<file path="src/rtl/inst_fetch_unit.sv">
// Instruction fetch front end: issues word fetches on the SRAM-like channel, drops responses
// made stale by redirects, and queues returned words with their PC for decode.
module inst_fetch_unit #(
   parameter logic [31:0] RESET_PC = 32'hBFC00000,
   parameter int unsigned DEPTH    = 4
) (
   input  logic        clk,
   input  logic        rst,
   output logic        inst_req,
   output logic        inst_wr,
   output logic [1:0]  inst_size,
   output logic [31:0] inst_addr,
   output logic [31:0] inst_wdata,
   input  logic [31:0] inst_rdata,
   input  logic        inst_addr_ok,
   input  logic        inst_data_ok,
   input  logic        redirect_valid,
   input  logic [31:0] redirect_pc,
   output logic        out_valid,
   output logic [31:0] out_pc,
   output logic [31:0] out_inst,
   output logic        out_adel,
   input  logic        out_ready
);
   localparam int unsigned AW = $clog2(DEPTH);
   localparam int unsigned CW = AW + 1;
   localparam logic [CW:0] DEPTH_W = (CW + 1)'(DEPTH);

   logic [31:0]   next_pc_q, next_pc_d, req_addr_q, req_addr_d, adel_pc_q, adel_pc_d;
   logic          pend_q, pend_d, halt_q, halt_d, adel_q, adel_d, started_q;
   logic [CW-1:0] outstanding_q, outstanding_d, discard_q, discard_d, f_cnt_q;
   logic [AW-1:0] ifq_wr_q, ifq_rd_q, f_wr_q, f_rd_q;
   logic [31:0]   ifq_mem   [DEPTH];
   logic [31:0]   fpc_mem   [DEPTH];
   logic [31:0]   finst_mem [DEPTH];
   logic          fadel_mem [DEPTH];
   logic          credit_ok, accept, drop, push, pop;
   logic [31:0]   push_pc, push_inst;

   assign inst_wr    = 1'b0;
   assign inst_size  = 2'b10;
   assign inst_wdata = '0;
   assign out_valid  = (f_cnt_q != '0);
   assign out_pc     = out_valid ? fpc_mem[f_rd_q] : '0;
   assign out_inst   = out_valid ? finst_mem[f_rd_q] : '0;
   assign out_adel   = out_valid ? fadel_mem[f_rd_q] : 1'b0;

   always_comb begin
      // In-flight requests plus buffered words never exceed the FIFO size, so no overflow.
      credit_ok = ({1'b0, outstanding_q} + {1'b0, f_cnt_q}) < DEPTH_W;
      inst_req  = pend_q || (started_q && !halt_q && credit_ok);
      inst_addr = pend_q ? req_addr_q : next_pc_q;
      accept    = inst_req && inst_addr_ok;
      drop      = inst_data_ok && (discard_q != '0);
      push      = adel_q || (inst_data_ok && !drop);
      pop       = out_valid && out_ready;
      push_pc   = adel_q ? adel_pc_q : ifq_mem[ifq_rd_q];
      push_inst = adel_q ? '0 : inst_rdata;
   end

   always_comb begin
      next_pc_d     = next_pc_q;
      req_addr_d    = req_addr_q;
      halt_d        = halt_q;
      adel_d        = 1'b0;
      adel_pc_d     = adel_pc_q;
      outstanding_d = outstanding_q + CW'(accept) - CW'(inst_data_ok);
      discard_d     = discard_q - CW'(drop);
      pend_d        = inst_req && !inst_addr_ok;
      // next_pc advances when a fresh address is first presented; a held request owns its own copy.
      if (inst_req && !pend_q) next_pc_d = next_pc_q + 32'd4;
      if (pend_d) req_addr_d = inst_addr;
      if (redirect_valid) begin
         next_pc_d = redirect_pc;
         discard_d = outstanding_d + CW'(pend_d);
         halt_d    = (redirect_pc[1:0] != 2'b00);
         adel_d    = halt_d;
         adel_pc_d = redirect_pc;
      end
   end

   always_ff @(posedge clk) begin
      if (rst) begin
         next_pc_q     <= RESET_PC;
         req_addr_q    <= '0;
         adel_pc_q     <= '0;
         pend_q        <= 1'b0;
         halt_q        <= 1'b0;
         adel_q        <= 1'b0;
         started_q     <= 1'b0;
         outstanding_q <= '0;
         discard_q     <= '0;
         ifq_wr_q      <= '0;
         ifq_rd_q      <= '0;
         f_wr_q        <= '0;
         f_rd_q        <= '0;
         f_cnt_q       <= '0;
      end else begin
         next_pc_q     <= next_pc_d;
         req_addr_q    <= req_addr_d;
         adel_pc_q     <= adel_pc_d;
         pend_q        <= pend_d;
         halt_q        <= halt_d;
         adel_q        <= adel_d;
         started_q     <= 1'b1;
         outstanding_q <= outstanding_d;
         discard_q     <= discard_d;
         if (accept)       ifq_wr_q <= ifq_wr_q + AW'(1);
         if (inst_data_ok) ifq_rd_q <= ifq_rd_q + AW'(1);
         if (redirect_valid) begin
            f_wr_q  <= '0;
            f_rd_q  <= '0;
            f_cnt_q <= '0;
         end else begin
            if (push) f_wr_q <= f_wr_q + AW'(1);
            if (pop)  f_rd_q <= f_rd_q + AW'(1);
            f_cnt_q <= f_cnt_q + CW'(push) - CW'(pop);
         end
      end
   end

   always_ff @(posedge clk) begin
      if (accept) ifq_mem[ifq_wr_q] <= inst_addr;
      if (push) begin
         fpc_mem[f_wr_q]   <= push_pc;
         finst_mem[f_wr_q] <= push_inst;
         fadel_mem[f_wr_q] <= adel_q;
      end
   end

   always_ff @(posedge clk) begin
      if (!rst) begin
         assert (!(inst_data_ok && (outstanding_q == '0)))
            else $error("inst_data_ok with no request in flight");
      end
   end

endmodule

</file>
<file path="config.mk">
export PLATFORM = sky130hd
export DESIGN_NAME = inst_fetch_unit
export DESIGN_NICKNAME = d
export VERILOG_FILES = /design/src/rtl/inst_fetch_unit.sv
export SDC_FILE = /design/constraint.sdc
export NUM_CORES = 1
export LEC_CHECK = 0
export BUFFER_PORTS_ARGS = -buffer_cell sky130_fd_sc_hd__buf_2
export CORE_MARGIN = 4
export CORE_UTILIZATION = 60
export DETAILED_ROUTE_END_ITERATION = 8
export PLACE_DENSITY = 0.81
export SETUP_SLACK_MARGIN = 0.4
export SLEW_MARGIN = 25
export SYNTH_ARGS = -nofsm -noshare
export SYNTH_HDL_FRONTEND = slang
export SYNTH_SLANG_ARGS = --single-unit
export TNS_END_PERCENT = 50
</file>
<file path="constraint.sdc">
create_clock -name clk -period 12.5 [get_ports clk]
set_clock_uncertainty 0.1 [all_clocks]
set_input_delay 1.25 -clock clk [delete_from_list [all_inputs] [get_ports clk]]
set_output_delay 1.25 -clock clk [all_outputs]
set_load 0.01 [all_outputs]
</file>
# Word-level counts from Yosys, hierarchy flattened
# Memory sizes are Yosys's and may differ from the RTL's. A register that Yosys moved wholly into a read port is not among the register bits.
# Cells that the tools add are included.
classes:
  add_sub_neg: 12
  multipliers: 0
  n_div: 0
  n_lt_le_gt_ge: 1
  eq_ne: 0
  shift: 0
  n_mux: 22
  n_bitwise: 1
  n_reduce_logical: 20
op_table:
  columns: ["operator", "n"]
  rows:
  - ["$mux 32", 7]
  - ["$add 32x3->32 const B", 1]
  - ["$mux 2", 8]
  - ["$add 3x1->3", 3]
  - ["$sub 3x1->3", 3]
  - ["$add 2x1->2 const B", 4]
  - ["$logic_and 1x1->1", 8]
  - ["$mux 1", 6]
  - ["$reduce_bool 3->1", 2]
  - ["$add 3x3->4", 1]
  - ["$logic_not 1->1", 4]
  - ["$lt 4x3->1 const B", 1]
  - ["$reduce_bool 2->1", 2]
  - ["$reduce_or 2->1", 2]
  - ["$mux 3", 1]
  - ["$logic_or 1x1->1", 2]
  - ["$not 1->1", 1]
totals:
  register_bits: 117
  latchBits: 0
  ramBits: 388
  romBits: 0
  inputBits: 70
  output_inout_bits: 134
  word_cells: 74
  mem_count: 4
memory_table:
  columns: ["name", "words", "width", "read_ports", "rd_clocked_by_memory_dff", "write_ports", "line", "rtl"]
  rows:
  - ["finst_mem", 4, 32, 1, 1, 1, "35", "logic [31:0] finst_mem [DEPTH];"]
  - ["fpc_mem", 4, 32, 1, 1, 1, "34", "logic [31:0] fpc_mem [DEPTH];"]
  - ["ifq_mem", 4, 32, 1, 1, 1, "33", "logic [31:0] ifq_mem [DEPTH];"]
  - ["fadel_mem", 4, 1, 1, 1, 1, "36", "logic fadel_mem [DEPTH];"]

# Logic depth before layout (Yosys ltp)
# Gate-level depths: netlist of the first run.
depth:
  depth_word: 9
  ltp_mapped: 15
  depth_no_buf: 13

# Least setup slack after synthesis of the first run
# OpenSTA, ideal clock, no wires.
synth_timing:
  path_kind: "in2reg"
  startpoint: "input inst_data_ok"
  endpoint: "memory fadel_mem[0] (enable)"
  setup_time_ns: 0.496
  t_arrival_ns: 4.320
  required_time_ns: 11.904
  path_slack_ns: 7.584
  path_stages: 2
  path_buffers: 0
  path_cell_list: "a21oi_1 > nor2b_1"
synth_via:
  elab_chain_len: 6
synth_rtl:
  columns: ["element", "line", "rtl"]
  rows:
  - ["from (decl)", "16", "input logic inst_data_ok,"]
  - ["$logic_and 1x1->1", "54", "drop = inst_data_ok && (discard_q != '0);"]
  - ["$logic_not 1->1", "55", "push = adel_q || (inst_data_ok && !drop);"]
  - ["$logic_and 1x1->1 *", "55", null]
  - ["$logic_or 1x1->1 *", "55", null]
  - ["$mux 1 *", "124", "if (push) begin"]
  - ["$mux 1 (implied by the code) *", "127", "fadel_mem[f_wr_q] <= adel_q;"]
  - ["to (decl)", "36", null]
# Every way passes the cells marked *; elsewhere a longest branch is shown, timed or not.

==> results of run 1 <==
cell type report:
type | count | area share (%)
clock inverter | 20 | 1.061
sequential | 509 | 59.41
multi-input combinational | 702 | 26.48
tap | 455 | 2.401
timing repair buffer | 187 | 4.159
inverter | 21 | 0.3325
antenna | 1 | 0.01056
clock buffer | 72 | 6.143
final timing paths:
check,slack [ns],endpoint
worst max register to register,8.88,discard_q[2]
worst min register to register,0.36,adel_pc_q[0]
worst max-delay path,8.18,out_inst[5]
worst min-delay path,0.36,adel_pc_q[0]
cells by family (layout without fill, tap and decap cells):
logic type / Yosys count / after routing / synth area share (%)
xor gates and xnor gates: 34 / 34 / 1.425
DFF: 509 / 509 / 67.33
other: 2 / 36 / 0.03593
and+or+nand+nor: 370 / 370 / 9.565
adders and majority gates: 21 / 21 / 1.329
muxes: 188 / 188 / 15.17
AOI/OAI and AO/OA: 54 / 54 / 1.766
buffers and inverters: 132 / 300 / 3.382
stage by stage:
stage,hold slack (ns),total power [mW]
after floorplan,0.3307,2.517
after global placement,0.3541,2.697
after detailed placement,0.3520,2.721
after CTS,0.3668,4.262
after global routing,0.3731,4.401
final,0.3641,4.225
Yosys cell counts (all sizes together) (2+ instances only):
| library cell | instances | area [um2] |
|---|---|---|
| edfxtp | 388 | 11650 |
| dfxtp | 121 | 2422 |
| nor2 | 106 | 414.2 |
| mux4 | 97 | 2185 |
| nor3 | 76 | 391.6 |
| and2 | 74 | 464.2 |
| buf | 69 | 456.7 |
| mux2 | 61 | 686.9 |
| clkbuf | 40 | 150.1 |
| nor2b | 40 | 250.2 |
| mux2i | 30 | 300.3 |
| nand2 | 26 | 97.59 |
| xor2 | 23 | 201.4 |
| a211oi | 20 | 155.1 |
| inv | 20 | 75.07 |
| ha | 19 | 237.7 |
| a21oi | 16 | 80.08 |
| nand4 | 15 | 100.1 |
| nand3 | 12 | 75.07 |
| xnor2 | 11 | 96.34 |
| and3 | 9 | 58.80 |
| o21ai | 6 | 30.03 |
| nor4 | 4 | 70.07 |
| or3 | 3 | 23.77 |
| a2111oi | 2 | 17.52 |
| a311oi | 2 | 17.52 |
| a31o | 2 | 17.52 |
| and4 | 2 | 17.52 |
| conb | 2 | 7.510 |
| fa | 2 | 40.04 |
report_power, final:
part / leakage, nW / switching, mW / internal, mW / total [mW]
clock network: 0.848 / 0.608 / 0.932 / 1.54
registers: 4.56 / 0.0612 / 2.00 / 2.06
logic: 3.09 / 0.362 / 0.265 / 0.626
placed cells by master (no fill, tap or decap), types with 3 or more instances in the layout:
master	count
edfxtp_1	388
buf_2	167
dfxtp_1	116
nor2_1	105
mux4_2	97
nor3_1	75
and2_1	73
mux2_2	61
clkbuf_16	52
nor2b_1	36
conb_1	35
mux2i_1	30
nand2_1	26
xor2_1	23
buf_4	20
inv_1	19
a211oi_1	19
ha_1	19
a21oi_1	16
nand4_1	14
clkbuf_1	12
xnor2_1	11
clkinv_2	11
nand3_1	9
clkbuf_8	8
and3_1	7
o21ai_0	6
bufinv_16	6
nor2b_4	4
clkinv_1	3
nor4_4	3
nand3_2	3
dfxtp_2	3
metal layers:
metal | up-vias | routed length, um | track usage, % | share of wire, %
met5 | - | 13 | 0 | 0.030
met4 | 2 | 1388 | 7.734 | 3.2
met3 | 94 | 3172 | 4.125 | 7.2
met2 | 456 | 21500 | 37.48 | 49
met1 | 5841 | 17770 | 32.54 | 41
li1 | 5199 | - | - | -
sequential cells by signal, indices dropped and copies added, names as in the netlist, named ones only:
name and flops:
adel_pc_q 32, adel_q 1, discard_q 3, f_cnt_q 3
f_rd_q 2, f_wr_q 2, fadel_mem 4, finst_mem 128
fpc_mem 128, halt_q 1, ifq_mem 128, ifq_rd_q 2
ifq_wr_q 2, next_pc_q 32, outstanding_q 3, pend_q 1
req_addr_q 32, started_q 1
critical path, delay by kind of cell, from the launching register on:
kind          cells  cell delay [ns]
flops             1             0.81
buf+inv           2             0.81
mux               1             0.60
simple gates      1             0.18
==> results.md, run 1 <==
- Post-synth ARST share: 0%
- Final-report hold violation count: 0
- Sequential Area: ~14,000 um2
- Slowest cell on the critical path: dfxtp_4
- LEAKAGE: 8.493 nW
- Pwr/cell area: approximately 180 nW/um2
- Postcts setup bufs: 0
- Main synth FF type: edfxtp_1
- Pre-CTS setup slack: ~8.4 ns
- Final HPWL DP: ~26,000 um
- Root buf cell: clkbuf_16
- Finished layout cell area: 23,710 um2
- Overflow after GRT: 0
- Vias: about 12,000
- Cts bufs inserted: 51
- Final setup fails: 0
- Post-synth cell types: 55
- Placer Congestion: about 0.8
- Starting Density: approximately 61%
- Startpoint Class: register
- Port Buffer Count: ~170
- Actual slew at the worst max-slew pin: between 1 and 1.5 ns
- Hold Crit Depth: 2
- DR vias/cell: ~6
- CTS H-Tree Depth: 2
- Tot GR Track Use: ~23%
- Slew HR: between 30% and 40%
- Final core utilization: between 60 and 70%
- Number of routed nets with antenna violations: 0
- Mapped cell area: around 21,000 um2
- First-pass GRT wire length: between 60,000 and 70,000 um
- Syn avg cell area: around 16 um2
- Final layout net count: 1,563
- Arrival time worst endpoint: 2.97 ns
- Die Y: about 190 um
- Core footprint: about 34,000 um2
- Layout Cells excl Fill: just under 2,000
- Worst VDD drop: ~0.13 mV
- Minimum clock period: between 4 and 5 ns
- Remaining DRCs: 0
- CTS Hold Bufs: 0
- Fillers: 2,292
- Clock Latency Late Sink: about 0.57 ns
- Vias in the first global route: ~12,000
- Critical R2R Launch: f_cnt_q[1]
- Area growth, synth to finish: 13.41%
- Share of layout cells above drive strength 1: roughly 30%
- Largest net degree at the start of global routing: 73
- Wire per inst: around 22 um
- CP max stage delay: between 0.8 and 0.9 ns
- Clock-pin slew on the worst setup and hold paths: 0.06 ns
- Pre-Repair DR Iteration Count: 5
- F_max: 231.4 MHz
- Run status: finished clean
- RSZ-0062 raised after global routing: false
- Cell Chain, Critical Path: buf_4 > mux4_2 > and2_1 > buf_2
- Fin. max-slew vios: 0
- Cts repair resizes: 0
- Setup CP Type: register to primary output
- EDFF count, synth: roughly 390
- Cells after Synth: 1,310
- Post-synthesis sequential area ratio: just under 70%
- Max_cap viols: 0
- Detailed Route WL: roughly 44,000 um
- Die ar.: 37,890 um2
- Detailed Route Iter0 Violations: 1,014
- Reg2Reg Depth: 13
- Site Rows: 68
- HP Class: register to register
- Die X: ~200 um
- TritonCTS clock tree: built
- Setup_tns: 0 ns
- Critical Path End Type: primary output
- Clk buf depth: 3
- Final period utilization: approximately a third
- Number of synthesized register bits: 509
- Setup ws final: approximately 8 ns
- Placed cell areas: approximately 22,000 um2
- Initial antenna violation count: 1
- Yosys warning total: 0
- Worst-path maximum fanout: 35
- Hold wc startpoint: adel_pc_q[0]
- Clk sinks: a little over 500
- WP data required: approximately 11 ns
- Top Ports: a little over 200
- Dpl cells: approximately 1,900
- Area of the multi-input gates: 6279 um2
No activity file was read; power rests on OpenSTA's default activity.
==> run 2, diff against run 1 <==
--- a/config.mk
+++ b/config.mk
@@ -7,9 +7,9 @@
 export LEC_CHECK = 0
 export BUFFER_PORTS_ARGS = -buffer_cell sky130_fd_sc_hd__buf_2
 export CORE_MARGIN = 4
-export CORE_UTILIZATION = 60
+export CORE_UTILIZATION = 53
 export DETAILED_ROUTE_END_ITERATION = 8
-export PLACE_DENSITY = 0.81
+export PLACE_DENSITY = 0.75
 export SETUP_SLACK_MARGIN = 0.4
 export SLEW_MARGIN = 25
 export SYNTH_ARGS = -nofsm -noshare
==> constraint.sdc (replaced) <==
create_clock -name clk -period 3.8 [get_ports clk]
set_clock_uncertainty 0.1 [all_clocks]
set_input_delay 0.38 -clock clk [delete_from_list [all_inputs] [get_ports clk]]
set_output_delay 0.38 -clock clk [all_outputs]
set_load 0.01 [all_outputs]
==> results.md, run 2 (same netlist as run 1, synthesis figures left out) <==
- Run status: finished clean (unchanged)
- Pwr/cell area: 575.8 nW/um2 (was 178.2 nW/um2)
- Cell Chain, Critical Path: ha_1 > or2b_2 > o31a_2 > nor2b_2 > inv_1 > ha_1 > inv_1 > ha_1 > fa_1 > ha_1 > xnor2_1 > nor2_1 > a211oi_1 (was buf_4 > mux4_2 > and2_1 > buf_2)
- Final period utilization: a little under nine tenths
- Fin. max-slew vios: 0 (unchanged)
- Die Y: 206.6 um (was 194.7 um)
- Number of routed nets with antenna violations: 0 (unchanged)
- Finished layout cell area: 24,300 um2 (was 23,710 um2)
- Root buf cell: clkbuf_16 (unchanged)
- Fillers: 2,895 (was 2,292)
- First-pass GRT wire length: 68,270 um (was 68,680 um)
- RSZ-0062 raised after global routing: false (unchanged)
- Die X: 206.6 um (was 194.7 um)
- Setup ws final: 0.5446 ns (was 8.178 ns)
- Placed cell areas: 22,250 um2 (was 22,000 um2)
- Slowest cell on the critical path: fa_1 (was dfxtp_4)
- Final core utilization: 62.58% (was 68.80%)
- Overflow after GRT: 0 (unchanged)
- Vias in the first global route: 11,790 (was 11,920)
- Clk sinks: 509 (unchanged)
- CP most frequent cell: ha_1
- Tot GR Track Use: 20.89% (was 23.18%)
- Vias: 11,570 (was 11,590)
- Worst-path maximum fanout: 4 (was 35)
- CP max stage delay: 0.48 ns (was 0.81 ns)
- Top Ports: 204 (unchanged)
- Postcts setup bufs: 0 (unchanged)
- Minimum clock period: roughly 3.3 ns
- F_max: between 300 and 400 MHz
- Setup CP Type: register to register (was register to primary output)
- Wire per inst: 21.43 um (was 22.29 um)
- Critical Path End Type: register (was primary output)
- Final-report hold violation count: 0 (unchanged)
- Top flop regs: finst_mem x128, fpc_mem x128, ifq_mem x128 (unchanged)
- Setup_tns: 0 ns (unchanged)
- Clock-pin slew on the worst setup and hold paths: 0.07 ns (was 0.06 ns)
- Detailed Route WL: 44,470 um (was 43,840 um)
- Area growth, synth to finish: 16.24% (was 13.41%)
- # diodes: 0 (was 1)
- Actual slew at the worst max-slew pin: 1.020 ns (was 1.036 ns)
- Worst VDD drop: 0.2960 mV (was 0.1326 mV)
- Cts bufs inserted: 51 (unchanged)
- Hold wc startpoint: redirect_pc[31] (was adel_pc_q[0])
- Starting Density: 53.84% (was 60.66%)
- WP data required: 4.20 ns (was 11.15 ns)
- Clk buf depth: 3 (unchanged)
- Detailed Route Iter0 Violations: 654 (was 1,014)
- Arrival time worst endpoint: 3.65 ns (was 2.97 ns)
- Initial antenna violation count: 0 (was 1)
- Clock Latency Late Sink: 0.58 ns (was 0.57 ns)
- Worst hold slack: 0.04372 ns (was 0.3641 ns)
- Max_cap viols: 0 (unchanged)
- Final setup fails: 0 (unchanged)
- Site Rows: 72 (was 68)
- Pre-Repair DR Iteration Count: 5 (unchanged)
- Startpoint Class: register (unchanged)
- Core footprint: 38,830 um2 (was 34,460 um2)
- Die ar.: 42,680 um2 (was 37,890 um2)
- HP Class: input pin to register (was register to register)
- TritonCTS clock tree: built (unchanged)
- Dpl cells: 1,949 (was 1,874)
- Critical R2R Launch: f_cnt_q[2] (was f_cnt_q[1])
- Final Power: 13.99 mW (was 4.225 mW)
- Port Buffer Count: 168 (unchanged)
- Largest net degree at the start of global routing: 69 (was 73)
- Critical path origin: f_cnt_q[2]
- Final HPWL DP: 26,820 um (was 26,180 um)
- LEAKAGE: 8.718 nW (was 8.493 nW)
- Placer Congestion: 0.8358 (was 0.7987)
- Layout Cells excl Fill: 2,075 (was 1,967)
- DR vias/cell: 5.577 (was 5.893)
- Share of layout cells above drive strength 1: 30.06% (was 30.05%)
- Most frequent cells in the layout: edfxtp_1, buf_2, dfxtp_1, nor2_1, mux4_2 (unchanged)
- Remaining DRCs: 0 (unchanged)
- Slew HR: 31.99% (was 30.90%)
- Pre-CTS setup slack: 0.4900 ns (was 8.355 ns)
- CTS H-Tree Depth: 2 (unchanged)
- Commonest non-fill, non-tap cell in the layout: edfxtp_1 (unchanged)
- Final layout net count: 1,606 (was 1,563)
## run 2: cell count changes in the layout (fill, tap and decap cells not counted), sizes merged
cell / before / now
dlygate4sd3: 0 / 31
clkinvlp: 0 / 1
buf: 187 / 199
diode: 1 / 0
clkinv: 14 / 20
clkbuf: 72 / 69
bufinv: 6 / 5
## run 2: worst paths after layout
kind | to | slack [ns] | cells after the start
worst max-delay path | discard_q[2] | 0.54 | 13
worst min-delay path | next_pc_q[31] | 0.04 | 3
worst max register to register | discard_q[2] | 0.54 | 13
worst min register to register | next_pc_q[1] | 0.37 | 2
## run 2: where the power goes
group / internal (mW) / switching, mW
Clock: 3.06 / 2.05
Combinational: 0.921 / 1.22
Sequential: 6.56 / 0.178
Total: 10.5 / 3.45
## run 2: layer usage
| layer | track usage, % | vias up | routed length [um] |
|---|---|---|---|
| met2 | 33.97 | 355 | 21610 |
| met5 | 0 | - | 0 |
| met3 | 3.468 | 73 | 2615 |
| met1 | 29.25 | 5860 | 19070 |
| met4 | 6.820 | 0 | 1171 |
| li1 | - | 5285 | - |
## run 2: layout make-up
cell class	instances	area [um2]	share of cell area [%]
Multi-Input combinational cell	702	6281	25.85
Timing Repair Buffer	230	1474	6.066
Tap cell	518	648.1	2.667
Inverter	21	78.83	0.3244
Sequential cell	509	14080	57.95
Clock inverter	26	257.7	1.061
Clock buffer	69	1478	6.081
## run 2: critical path, delay by kind of cell, from the launching register on
family          cells  cell delay [ns]
fa+ha+maj           5             1.40
simple gates        3             0.54
compound gates      2             0.53
flops               1             0.37
xor+xnor            1             0.15
buf+inv             2             0.09
## run 2: what timing repair did
action	in CTS	in global routing
hold buffers	31	0
hold endpoints to repair	48	0
resized for setup	0	2
endpoints found under the setup margin	0	1
